### config.mk
export PLATFORM = sky130hd
export DESIGN_NAME = seven_seg_capture
export DESIGN_NICKNAME = d
export VERILOG_FILES = /design/src/rtl/seven_seg_pkg.sv /design/src/rtl/seven_seg_encoder.sv /design/src/rtl/seven_seg_capture.sv
export SDC_FILE = /design/constraint.sdc
export NUM_CORES = 1
export LEC_CHECK = 0
export BUFFER_PORTS_ARGS = -buffer_cell sky130_fd_sc_hd__buf_2
export CAP_MARGIN = 10
export CORE_ASPECT_RATIO = 1.1
export CORE_MARGIN = 2
export CORE_UTILIZATION = 32
export CTS_BUF_LIST = sky130_fd_sc_hd__clkbuf_8 sky130_fd_sc_hd__clkbuf_16
export DETAILED_ROUTE_END_ITERATION = 7
export PLACE_DENSITY = 0.54
export SLEW_MARGIN = 5
export SYNTH_ARGS = -nofsm -noshare
export SYNTH_HDL_FRONTEND = slang
export SYNTH_SLANG_ARGS = --single-unit
### constraint.sdc
create_clock -name i_clk -period 3 [get_ports i_clk]
set_input_delay 0.6 -clock i_clk [delete_from_list [all_inputs] [get_ports i_clk]]
set_output_delay 0.6 -clock i_clk [all_outputs]
set_load 0.05 [all_outputs]
### src/rtl/seven_seg_pkg.sv
// Shared seven-segment constants, FSM encoding and anode helpers for the
// capture block and the display decoder.
package seven_seg_pkg;

  // Active-low segment patterns, bit6 = a through bit0 = g.
  localparam logic [6:0] SEG_0     = 7'b0000001;
  localparam logic [6:0] SEG_1     = 7'b1001111;
  localparam logic [6:0] SEG_2     = 7'b0010010;
  localparam logic [6:0] SEG_3     = 7'b0000110;
  localparam logic [6:0] SEG_4     = 7'b1001100;
  localparam logic [6:0] SEG_5     = 7'b0100100;
  localparam logic [6:0] SEG_6     = 7'b0100000;
  localparam logic [6:0] SEG_7     = 7'b0001111;
  localparam logic [6:0] SEG_8     = 7'b0000000;
  localparam logic [6:0] SEG_9     = 7'b0000100;
  localparam logic [6:0] SEG_A     = 7'b0001000;
  localparam logic [6:0] SEG_B     = 7'b1100000;
  localparam logic [6:0] SEG_C     = 7'b0110001;
  localparam logic [6:0] SEG_D     = 7'b1000010;
  localparam logic [6:0] SEG_E     = 7'b0110000;
  localparam logic [6:0] SEG_F     = 7'b0111000;
  localparam logic [6:0] SEG_BLANK = 7'b1111111;

  typedef enum logic [1:0] {
    ST_IDLE   = 2'd0,
    ST_SETTLE = 2'd1,
    ST_HOLD   = 2'd2
  } state_t;

  function automatic logic an_one_hot(input logic [3:0] an);
    return $onehot(~an);
  endfunction

  function automatic logic an_multi_hot(input logic [3:0] an);
    return $countones(~an) > 1;
  endfunction

  function automatic logic [1:0] an_index(input logic [3:0] an);
    logic [1:0] k;
    k = 2'd0;
    case (an)
      4'b1110: k = 2'd0;
      4'b1101: k = 2'd1;
      4'b1011: k = 2'd2;
      4'b0111: k = 2'd3;
      default: k = 2'd0;
    endcase
    return k;
  endfunction

endpackage

### src/rtl/seven_seg_encoder.sv
// Combinational segment-pattern to hex lookup; o_hit is low for any
// pattern outside the sixteen digit glyphs (including blank).
module seven_seg_encoder
  import seven_seg_pkg::*;
(
  input  logic [6:0] i_seg,
  output logic [3:0] o_x,
  output logic       o_hit
);

  always_comb begin
    o_x   = '0;
    o_hit = 1'b1;
    case (i_seg)
      SEG_0:   o_x = 4'h0;
      SEG_1:   o_x = 4'h1;
      SEG_2:   o_x = 4'h2;
      SEG_3:   o_x = 4'h3;
      SEG_4:   o_x = 4'h4;
      SEG_5:   o_x = 4'h5;
      SEG_6:   o_x = 4'h6;
      SEG_7:   o_x = 4'h7;
      SEG_8:   o_x = 4'h8;
      SEG_9:   o_x = 4'h9;
      SEG_A:   o_x = 4'hA;
      SEG_B:   o_x = 4'hB;
      SEG_C:   o_x = 4'hC;
      SEG_D:   o_x = 4'hD;
      SEG_E:   o_x = 4'hE;
      SEG_F:   o_x = 4'hF;
      default: o_hit = 1'b0;
    endcase
  end

endmodule

### src/rtl/seven_seg_capture.sv
// Recovers the four hex digits shown on a multiplexed active-low seven-segment
// bus and publishes them as a frame once every digit has been captured.
module seven_seg_capture
  import seven_seg_pkg::*;
#(
  parameter int unsigned STABLE_CYCLES = 4
) (
  input  logic        i_clk,
  input  logic        i_rst,
  input  logic        i_en,
  input  logic [3:0]  i_an,
  input  logic [6:0]  i_seg,
  output logic [15:0] o_digits,
  output logic [3:0]  o_blank,
  output logic        o_frame_valid,
  output logic        o_seg_err,
  output logic        o_an_err
);

  logic [3:0]  an_s;
  logic [6:0]  seg_s;
  logic [3:0]  ref_an;
  logic [6:0]  ref_seg;
  state_t      state, state_next;
  logic [7:0]  count, count_next;
  logic        load_ref;
  logic        capture;
  logic        changed;
  logic        one_hot;
  logic        multi_q;
  logic [3:0]  mask;
  logic [15:0] shadow_d;
  logic [3:0]  shadow_b;

  logic [3:0]  enc_x;
  logic        enc_hit;
  logic [1:0]  dig_k;
  logic        is_blank;
  logic        cap_ok;
  logic [3:0]  cap_bit;
  logic        publish;

  seven_seg_encoder u_encoder (
    .i_seg (seg_s),
    .o_x   (enc_x),
    .o_hit (enc_hit)
  );

  assign changed  = {an_s, seg_s} != {ref_an, ref_seg};
  assign one_hot  = an_one_hot(an_s);
  assign dig_k    = an_index(an_s);
  assign is_blank = (seg_s == SEG_BLANK);
  assign cap_ok   = capture & (enc_hit | is_blank);
  assign cap_bit  = cap_ok ? (4'b0001 << dig_k) : '0;
  assign publish  = i_en & (mask == '1);

  always_ff @(posedge i_clk) begin
    if (i_rst) begin
      state <= ST_IDLE;
      count <= '0;
    end else begin
      state <= state_next;
      count <= count_next;
    end
  end

  // ref_* holds the sample being tracked; in SETTLE it always equals the
  // previous sample, so comparing against it is the "unchanged" test.
  always_comb begin
    state_next = state;
    count_next = count;
    load_ref   = 1'b0;
    capture    = 1'b0;
    if (!i_en) begin
      state_next = ST_IDLE;
      count_next = '0;
    end else begin
      case (state)
        ST_IDLE: begin
          if (one_hot) begin
            state_next = ST_SETTLE;
            count_next = 8'd1;
            load_ref   = 1'b1;
          end
        end
        ST_SETTLE: begin
          if (!changed) begin
            count_next = count + 8'd1;
            if (count == 8'(STABLE_CYCLES - 1)) begin
              capture    = 1'b1;
              state_next = ST_HOLD;
            end
          end else if (one_hot) begin
            count_next = 8'd1;
            load_ref   = 1'b1;
          end else begin
            state_next = ST_IDLE;
            count_next = '0;
          end
        end
        ST_HOLD: begin
          if (!one_hot) begin
            state_next = ST_IDLE;
            count_next = '0;
          end else if (changed) begin
            state_next = ST_SETTLE;
            count_next = 8'd1;
            load_ref   = 1'b1;
          end
        end
        default: begin
          state_next = ST_IDLE;
          count_next = '0;
        end
      endcase
    end
  end

  always_ff @(posedge i_clk) begin
    if (i_rst) begin
      an_s          <= '1;
      seg_s         <= '1;
      ref_an        <= '1;
      ref_seg       <= '1;
      multi_q       <= 1'b0;
      mask          <= '0;
      shadow_d      <= '0;
      shadow_b      <= '0;
      o_digits      <= '0;
      o_blank       <= '1;
      o_frame_valid <= 1'b0;
      o_seg_err     <= 1'b0;
      o_an_err      <= 1'b0;
    end else begin
      an_s          <= i_an;
      seg_s         <= i_seg;
      multi_q       <= an_multi_hot(an_s);
      o_frame_valid <= publish;
      o_seg_err     <= capture & ~enc_hit & ~is_blank;
      o_an_err      <= i_en & an_multi_hot(an_s) & ~multi_q;
      if (load_ref) begin
        ref_an  <= an_s;
        ref_seg <= seg_s;
      end
      if (publish) begin
        o_digits <= shadow_d;
        o_blank  <= shadow_b;
      end
      // A capture in the publish cycle seeds the next frame's mask.
      if (!i_en) mask <= '0;
      else       mask <= (publish ? 4'b0000 : mask) | cap_bit;
      if (cap_ok) begin
        shadow_d[{dig_k, 2'b00} +: 4] <= is_blank ? 4'h0 : enc_x;
        shadow_b[dig_k]               <= is_blank;
      end
    end
  end

endmodule
# Word level (Yosys, flattened, before mapping)
# Index checks and enable logic that the tools add are counted.
# Widths: inputs -> output; s select.
# classes
addsub	8
magnitude_cmp	3
n_eq_ne	29
n_shift	3
mux	33
bitwise	13
reduce_logical	7
# op_table
cell	n
$pmux 4 s15	1
$eq 7x6->1 const B	5
$eq 7x7->1 const B	5
$mux 8	4
$pmux 8 s3	1
$bwmux 16	1
$reduce_or 16->1	1
$shift 4x6->16 const A	1
$shiftx 4x6->16	1
$eq 7x3->1 const B	2
$eq 7x4->1 const B	2
$eq 4x4->1 const B	3
$mux 1	12
$mux 2	6
$mux 4	3
$pmux 2 s3	2
$ne 11x11->1	1
$ne 3x3->1 const B	3
$add 1x1->2	4
$add 8x1->8 const B	1
$eq 8x2->1 const B	1
$eq 7x1->1 const B	1
$eq 7x5->1 const B	1
$logic_not 7->1	1
other kinds (24)	33
# totals
reg_bits	80
in_bits	14
wordCells	111

# Logic depth before layout (Yosys ltp)
# Gate-level depths: netlist of run 1.
# depth
depth_word	8
depth_mapped	11

# Modules after synthesis
# Synthesis of run 1 repeated with hierarchy kept, for this count alone.
# hier_totals
cells_unflattened	451
area_unflattened_um2	3935.0
# modules_own_cells
mod	n_inst	cells_each	area_each_um2	seq_area_each_um2
seven_seg_capture	1	399	3579.7	1601.5
seven_seg_encoder	1	52	355.3	0.0

# Worst setup path after synthesis of run 1
# No wires, ideal clock.
# synth_path
path_kind	register to register
startpoint	register an_s[0]
endpoint	register count[6]
arrival_time_ns	2.521
setup_slack_ns	0.409
stages_incl_launch_ff	11
path_buffers	0
period_less_slack_ns	2.591
path_cell_list	dfxtp_1 fa_1 inv_1 ha_1 inv_1 ha_1 nor3b_1 nor2b_1 a31o_4 or4_1 a21oi_1
# synth_between
elab_chain_len	6
word_cells_on_any_way	11
# synth_lines
item	line_no	rtl
from (decl)	seven_seg_capture.sv:20	logic [3:0] an_s;
from (signal assigned)	seven_seg_capture.sv:135	an_s <= i_an;
$not 4->4	seven_seg_pkg.sv:31	return $onehot(~an);
$add 1x1->2 (implied by the code)	seven_seg_pkg.sv:31	
$add 2x2->3 (implied by the code)	seven_seg_pkg.sv:31	
$eq 3x1->1	seven_seg_pkg.sv:31	
$mux 8 (tied with other cells)	seven_seg_capture.sv:102	if (!one_hot) begin
$pmux 8 s3 / $reduce_and 2->1 (equally long branches)	n/a	
to (signal assigned)	seven_seg_capture.sv:63	count <= count_next;
to (decl)	seven_seg_capture.sv:25	logic [7:0] count, count_next;
# Parallel ways exist; a longest one is shown, timed or not.
# A chain may end at the register's enable or synchronous reset.

# Worst setup path in the final report of run 1
# Ends and elaborated chain as after synthesis.

==> results of run 1 <==
[routing by layer]
layer	share of wire, %	track usage [%]
met1	48	15.9
met2	47	20.8
met3	3.0	3.60
met4	1.5	4.55
met5	0	0
[path summary, 6_finish.rpt]
kind	startpoint	to	slack, ns	depth (start not counted)
min reg2reg	multi_q$_SDFF_PP0_	o_an_err$_SDFF_PP0_	0.39	1
max reg2reg	an_s[0]$_SDFF_PP1_	count[6]$_SDFFE_PP0P_	0.29	10
min	multi_q$_SDFF_PP0_	o_an_err$_SDFF_PP0_	0.39	1
max	an_s[0]$_SDFF_PP1_	count[6]$_SDFFE_PP0P_	0.29	10
[through the flow]
step	setup WS [ns]	power (mW)	area (sq um)
2_1_floorplan	0.409	1.35	4090
3_3_place_gp	0.244	1.40	4380
3_5_place_dp	0.158	1.41	4380
4_1_cts	0.139	2.43	4660
5_1_grt	0.0887	2.52	4670
6_report	0.287	2.40	4670
[repair_timing]
action / CTS / global route
setup endpoints to repair: 0 / 7
hold buffers: 0 / 0
resized for setup: 0 / 2
[Yosys cell counts, drive strengths merged (11+ instances only)]
cell / instances / area share [%]
a21oi: 28 / 3.4
ha: 15 / 4.6
clkbuf: 17 / 1.6
buf: 13 / 2.5
nand2b: 22 / 3.4
nor3: 11 / 1.5
or2: 13 / 2.0
nand2: 66 / 6.1
nor2: 33 / 3.0
xor2: 12 / 2.8
mux2i: 33 / 8.1
dfxtp: 80 / 39
[worst register-to-register path: cells and delay by family, from the launching register on]
family,cells,cell delay (ns)
buffers and inverters,2,0.12
AOI/OAI and AO/OA,2,0.40
DFF,1,0.37
and+or+nand+nor,3,0.79
adders and majority gates,3,0.96
[state kept, by name, indices dropped and copies added, names as in the netlist, 2 cells and up]
register / cells
o_blank: 4
mask: 4
seg_s: 7
ref_an: 4
o_digits: 16
an_s: 4
shadow_d: 16
shadow_b: 4
state: 2
ref_seg: 7
count: 8
[where the power goes]
group,internal (mW),total [mW],switching (mW)
Sequential,1.08,1.12,0.0326
Clock,0.568,1.02,0.450
Combinational,0.115,0.268,0.153
Total,1.77,2.40,0.635
[layout make-up]
cell class                 count  area, sq um  area share (%)
inverter                      10         37.5           0.803
timing repair buffer          47          263            5.62
multi-input combinational    333         2300            49.2
sequential                    80         1600            34.3
clock inverter                 7         52.6            1.12
tap                          157          196            4.20
clock buffer                   9          225            4.82
[cell families after synthesis]
| family | count (synthesis) | synth area share (%) |
|---|---|---|
| AND/OR/NAND/NOR | 209 | 29.3 |
| multiplexers | 34 | 8.35 |
| flip-flops | 80 | 39.1 |
| adder cells (fa/ha/maj) | 16 | 5.07 |
| XOR/XNOR | 14 | 3.18 |
| buffers and inverters | 40 | 5.04 |
| AO/OA/AOI/OAI | 60 | 9.94 |
==> impl_metrics.tcl, run 1 <==
set metrics [dict create \
    worstSetupPathType "register to register" \
    fmaxAchievable_ghz 0.369 \
    number_of_antenna_violations_at_the_first_check_in_global_routing 0 \
    diodes 0 \
    fraction_of_synthesis_flops_using_an_asynchronous_set_or_reset_pin_pct 0 \
    count_of_endpoints_failing_hold_in_the_final_timing_report 0 \
    std_cell_rows 43 \
    slew_viol_final 0 \
    critPathSlowestCell "sky130_fd_sc_hd__fa_1" \
    power_leakage_nw 1.97 \
    clk-insertion-delay-late_ns 0.34 \
    power.ir.vdd_worst_mv 0.187 \
    fp.dieH_um 123 \
    cts_htree_levels 3 \
    yosysWarningCount 0 \
    mappedNetlistArea_sq_um 4090 \
    routed_wire_length_per_instance_um 12.9 \
    first_global_vias 3055 \
    remaining_drc_errors 0 \
    layout.core_utilization_pct 37.3 \
    gr-usage-all-layers_pct 12.6 \
    postSynthCellCount 453 \
    worst_slew_pin_slew_ns 0.641 \
    post_layout_nonfiller_instances 643 \
    period_share_pct 90.4 \
    cts_setup_buffers 0 \
    synth.net_count 483 \
    crit_path_cell_trace "fa_1, inv_1, ha_1, inv_1, ha_1, nor3b_2, nor2b_1, a31o_4, or4_1, a21oi_1" \
    layout_common_cells "80 x sky130_fd_sc_hd__dfxtp_1, 66 x sky130_fd_sc_hd__nand2_1, 36 x sky130_fd_sc_hd__buf_2, 33 x sky130_fd_sc_hd__nor2_1, 33 x sky130_fd_sc_hd__mux2i_1" \
    first_iter_violations 67 \
    synthFlopType "sky130_fd_sc_hd__dfxtp_1" \
    floorplan.core_area_sq_um 12500 \
    dp_hpwl_um 5950 \
    hold_path_class "register to register" \
    power_density_nw_per_um2 514 \
    cts.sink_count 80 \
    die-width_um 112 \
    status "finished, final reports clean" \
    initial_util_pct 32.6 \
    cp-start-kind "register" \
    cts-root-to-sink-buffers 2 \
    finalSetupViolations 0 \
    routabilityCongestion 0.867 \
    cap_viol_max_count 0 \
    cp_slowest_stage_delay_ns 0.54 \
    flow.area_growth_from_synthesis_pct 14.2 \
    synth-seq-area-share_pct 39.1 \
    postSynthRegisterBits 80 \
    final.fill_count 1314 \
    crit_family "adder cells" \
    total_of_buffers_placed_on_input_and_output_ports 36 \
    grt_first_pass_wirelength_um 14000 \
    setup.worst_path.end_class "register" \
    floorplan.die_area_sq_um 13700 \
    clock_tree.root_cell "sky130_fd_sc_hd__clkbuf_16" \
    place.detailed.instances 627 \
    relSlewSlack_pct 56.9 \
    total_clock_buffers_created_by_cts 9 \
    cts.reportedPaths.clkPinSlew_ns 0.06 \
    data_arrival_time_of_the_critical_path_ns 2.97 \
    ant_nets 0 \
    layout.cells.most_common "sky130_fd_sc_hd__dfxtp_1" \
    worstPathBufferInverterCount 2 \
    design.final.nets 511 \
    grt_start_max_net_pins 42 \
    timing.critical_path.fanout_max 8 \
    post_synth_edffs 0 \
    cts_tree "built" \
    design.portCount 37 \
    setup_total_negative_slack_ns 0 \
    synth.distinct_cells 66 \
    finalClockSkew_ns 0.00584 \
    unrepaired_setup_endpoints_after_global_routing "false" \
    synth_area_per_cell_sq_um 9.03 \
    final_layout_size_suffix_gt1_share_pct 19.3 \
    period_minus_slack_ns 2.71 \
    grt_remaining_overflow 0 \
    routed_wl_um 8270 \
    detailed_routing_iterations_pass_1 4 \
    vias 3144 \
    whs_ns 0.391 \
    via_per_inst 4.89 \
    worst_ep_required_time_ns 3.26 \
]
Power figures use the tool's default switching activity.
==> run 2: changes to the inputs <==
Settings changed: BUFFER_PORTS_ARGS -buffer_cell sky130_fd_sc_hd__buf_2 to not set, DONT_BUFFER_PORTS set to 1, GPL_ROUTABILITY_DRIVEN set to 0, PLACE_DENSITY 0.54 to 0.52.
==> run 2 against run 1 <==
Wire length rose by 1.0%. Final area fell by 4.0%. Power fell by 0.64%. Combinational power fell by 10%. Worst hold slack got worse by 0.047 ns. Global-route usage rose by 0.28 points. Maximum frequency fell by 2.8%. Largest cell class unchanged. Utilization fell by 1.5 points.
==> impl_metrics.tcl, run 2 (synthesized netlist as in run 1, its figures left out) <==
set metrics [dict create \
    via_per_inst 4.96 \
    cts-root-to-sink-buffers 2 \
    power.ir.vdd_worst_mv 0.248 \
    place_ws_ns 0.188 \
    vias 3008 \
    cts.sink_count 80 \
    layout_setup_ws_ns 0.208 \
    layout_common_cells "80 x sky130_fd_sc_hd__dfxtp_1, 66 x sky130_fd_sc_hd__nand2_1, 33 x sky130_fd_sc_hd__nor2_1, 33 x sky130_fd_sc_hd__mux2i_1, 28 x sky130_fd_sc_hd__a21oi_1" \
    finalSetupViolations 0 \
    flow.area_growth_from_synthesis_pct 9.60 \
    design.portCount 37 \
    final_layout_size_suffix_gt1_share_pct 12.4 \
    ant_nets 0 \
    reg2reg_depth 10 \
    slew_viol_final 0 \
    number_of_antenna_violations_at_the_first_check_in_global_routing 0 \
    fp.dieH_um 123 \
    finalClockSkew_ns 0.00816 \
    fmaxAchievable_ghz 0.358 \
    cts_setup_buffers 0 \
    worstHoldEndpoint "multi_q$_SDFF_PP0_" \
    floorplan.core_area_sq_um 12500 \
    cts-hold-fix-buffers 0 \
    setup_total_negative_slack_ns 0 \
    floorplan.die_area_sq_um 13700 \
    finalInstanceArea_sq_um 4490 \
    relSlewSlack_pct 46.0 \
    cp-start-kind "register" \
    clock_tree.root_cell "sky130_fd_sc_hd__clkbuf_16" \
    total_clock_buffers_created_by_cts 9 \
    status "finished, final reports clean" \
    worst_ep_required_time_ns 3.27 \
    cts_htree_levels 3 \
    first_global_vias 2895 \
    gr-usage-all-layers_pct 12.9 \
    period_minus_slack_ns 2.79 \
    cts_tree "built" \
    timing.critical_path.fanout_max 8 \
    hold_path_class "primary input to register" \
    clk-insertion-delay-late_ns 0.34 \
    data_arrival_time_of_the_critical_path_ns 3.06 \
    period_share_pct 93.1 \
    largestRegisters "o_digits: 16 flops, shadow_d: 16 flops, count: 8 flops" \
    worstSetupPathType "register to register" \
    die-width_um 112 \
    setup.worst_path.end_class "register" \
    layout.cells.most_common "sky130_fd_sc_hd__dfxtp_1" \
    count_of_endpoints_failing_hold_in_the_final_timing_report 0 \
    cts.reportedPaths.clkPinSlew_ns 0.06 \
    dp_hpwl_um 5740 \
    grt_start_max_net_pins 82 \
    power_density_nw_per_um2 532 \
    r2r_end "count[6]$_SDFFE_PP0P_" \
    worst_slew_pin_slew_ns 0.808 \
    cap_viol_max_count 0 \
    first_iter_violations 111 \
    post_cts.resized_instances 0 \
    routed_wl_um 8360 \
    total_of_buffers_placed_on_input_and_output_ports 0 \
    unrepaired_setup_endpoints_after_global_routing "false" \
    grt_remaining_overflow 0 \
    dpl-instance-area_sq_um 4200 \
    remaining_drc_errors 0 \
    diodes 0 \
    setup.reg_to_reg.worst_slack_ns 0.21 \
    critical_path.startpoint "an_s[1]$_SDFF_PP1_" \
    power_leakage_nw 1.79 \
    detailed_routing_iterations_pass_1 4 \
    grt_first_pass_wirelength_um 14200 \
    routed_wire_length_per_instance_um 13.8 \
    worst_hold_path.num_cells 1 \
    holdCritStartpoint "i_rst" \
    initial_util_pct 32.6 \
    design.final.nets 475 \
    timing.rr.start "an_s[1]$_SDFF_PP1_" \
    std_cell_rows 43 \
]
run 2: cell types whose count changed in the layout (fill, tap and decap cells not counted), sizes merged:
cell,before,now
clkinvlp,1,3
buf,47,11
clkbuf,9,10
clkinv,2,1
inv,14,12
run 2: worst max-delay path by stage:
stage | end | slack, ns | depth (start not counted)
after floorplan | count[6]$_SDFFE_PP0P_ | 0.41 | 10
after global placement | count[6]$_SDFFE_PP0P_ | 0.29 | 10
after detailed placement | count[6]$_SDFFE_PP0P_ | 0.19 | 10
after CTS | count[6]$_SDFFE_PP0P_ | 0.18 | 10
after global routing | count[6]$_SDFFE_PP0P_ | 0.003 | 10
final | count[6]$_SDFFE_PP0P_ | 0.21 | 10
run 2: metrics by stage:
stage               hold WS, ns  util [%]  power, mW  instances
CTS                       0.318      35.8       2.42        607
global route              0.322      35.8       2.51        607
global placement          0.382      33.5       1.38        591
finish                    0.344      35.8       2.39        607
detailed placement        0.385      33.5       1.39        591
floorplan                 0.375         -       1.35        453
run 2: area by class of cell:
type                            count  area, sq um
Inverter                           10         37.5
Fill cell                        1317         8050
Multi-Input combinational cell    333         2280
Clock inverter                      6         43.8
Clock buffer                       10          239
Tap cell                          157          196
Sequential cell                    80         1600
Timing Repair Buffer               11         82.6
run 2: power breakdown:
group          switching (mW)  internal [mW]
Sequential             0.0364           1.08
Combinational           0.130          0.110
Clock                   0.442          0.584
run 2: metal layers:
metal / vias to the layer above / share of wire [%] / track usage [%]
met1: 1393 / 47 / 16.3
met2: 53 / 46 / 20.5
li1: 1544 / - / -
met3: 18 / 4.6 / 4.00
met4: 0 / 2.0 / 5.56
met5: - / 0 / 0
run 2: worst max-delay path, stage by stage (launching register included):
cell and delay [ns]:
sky130_fd_sc_hd__dfxtp_1 0.46, sky130_fd_sc_hd__fa_1 0.46, sky130_fd_sc_hd__inv_1 0.07, sky130_fd_sc_hd__ha_1 0.15, sky130_fd_sc_hd__inv_1 0.06, sky130_fd_sc_hd__ha_1 0.27, sky130_fd_sc_hd__nor3b_1 0.27, sky130_fd_sc_hd__nor2b_1 0.12
sky130_fd_sc_hd__a31o_4 0.25, sky130_fd_sc_hd__or4_1 0.47, sky130_fd_sc_hd__a21oi_1 0.14
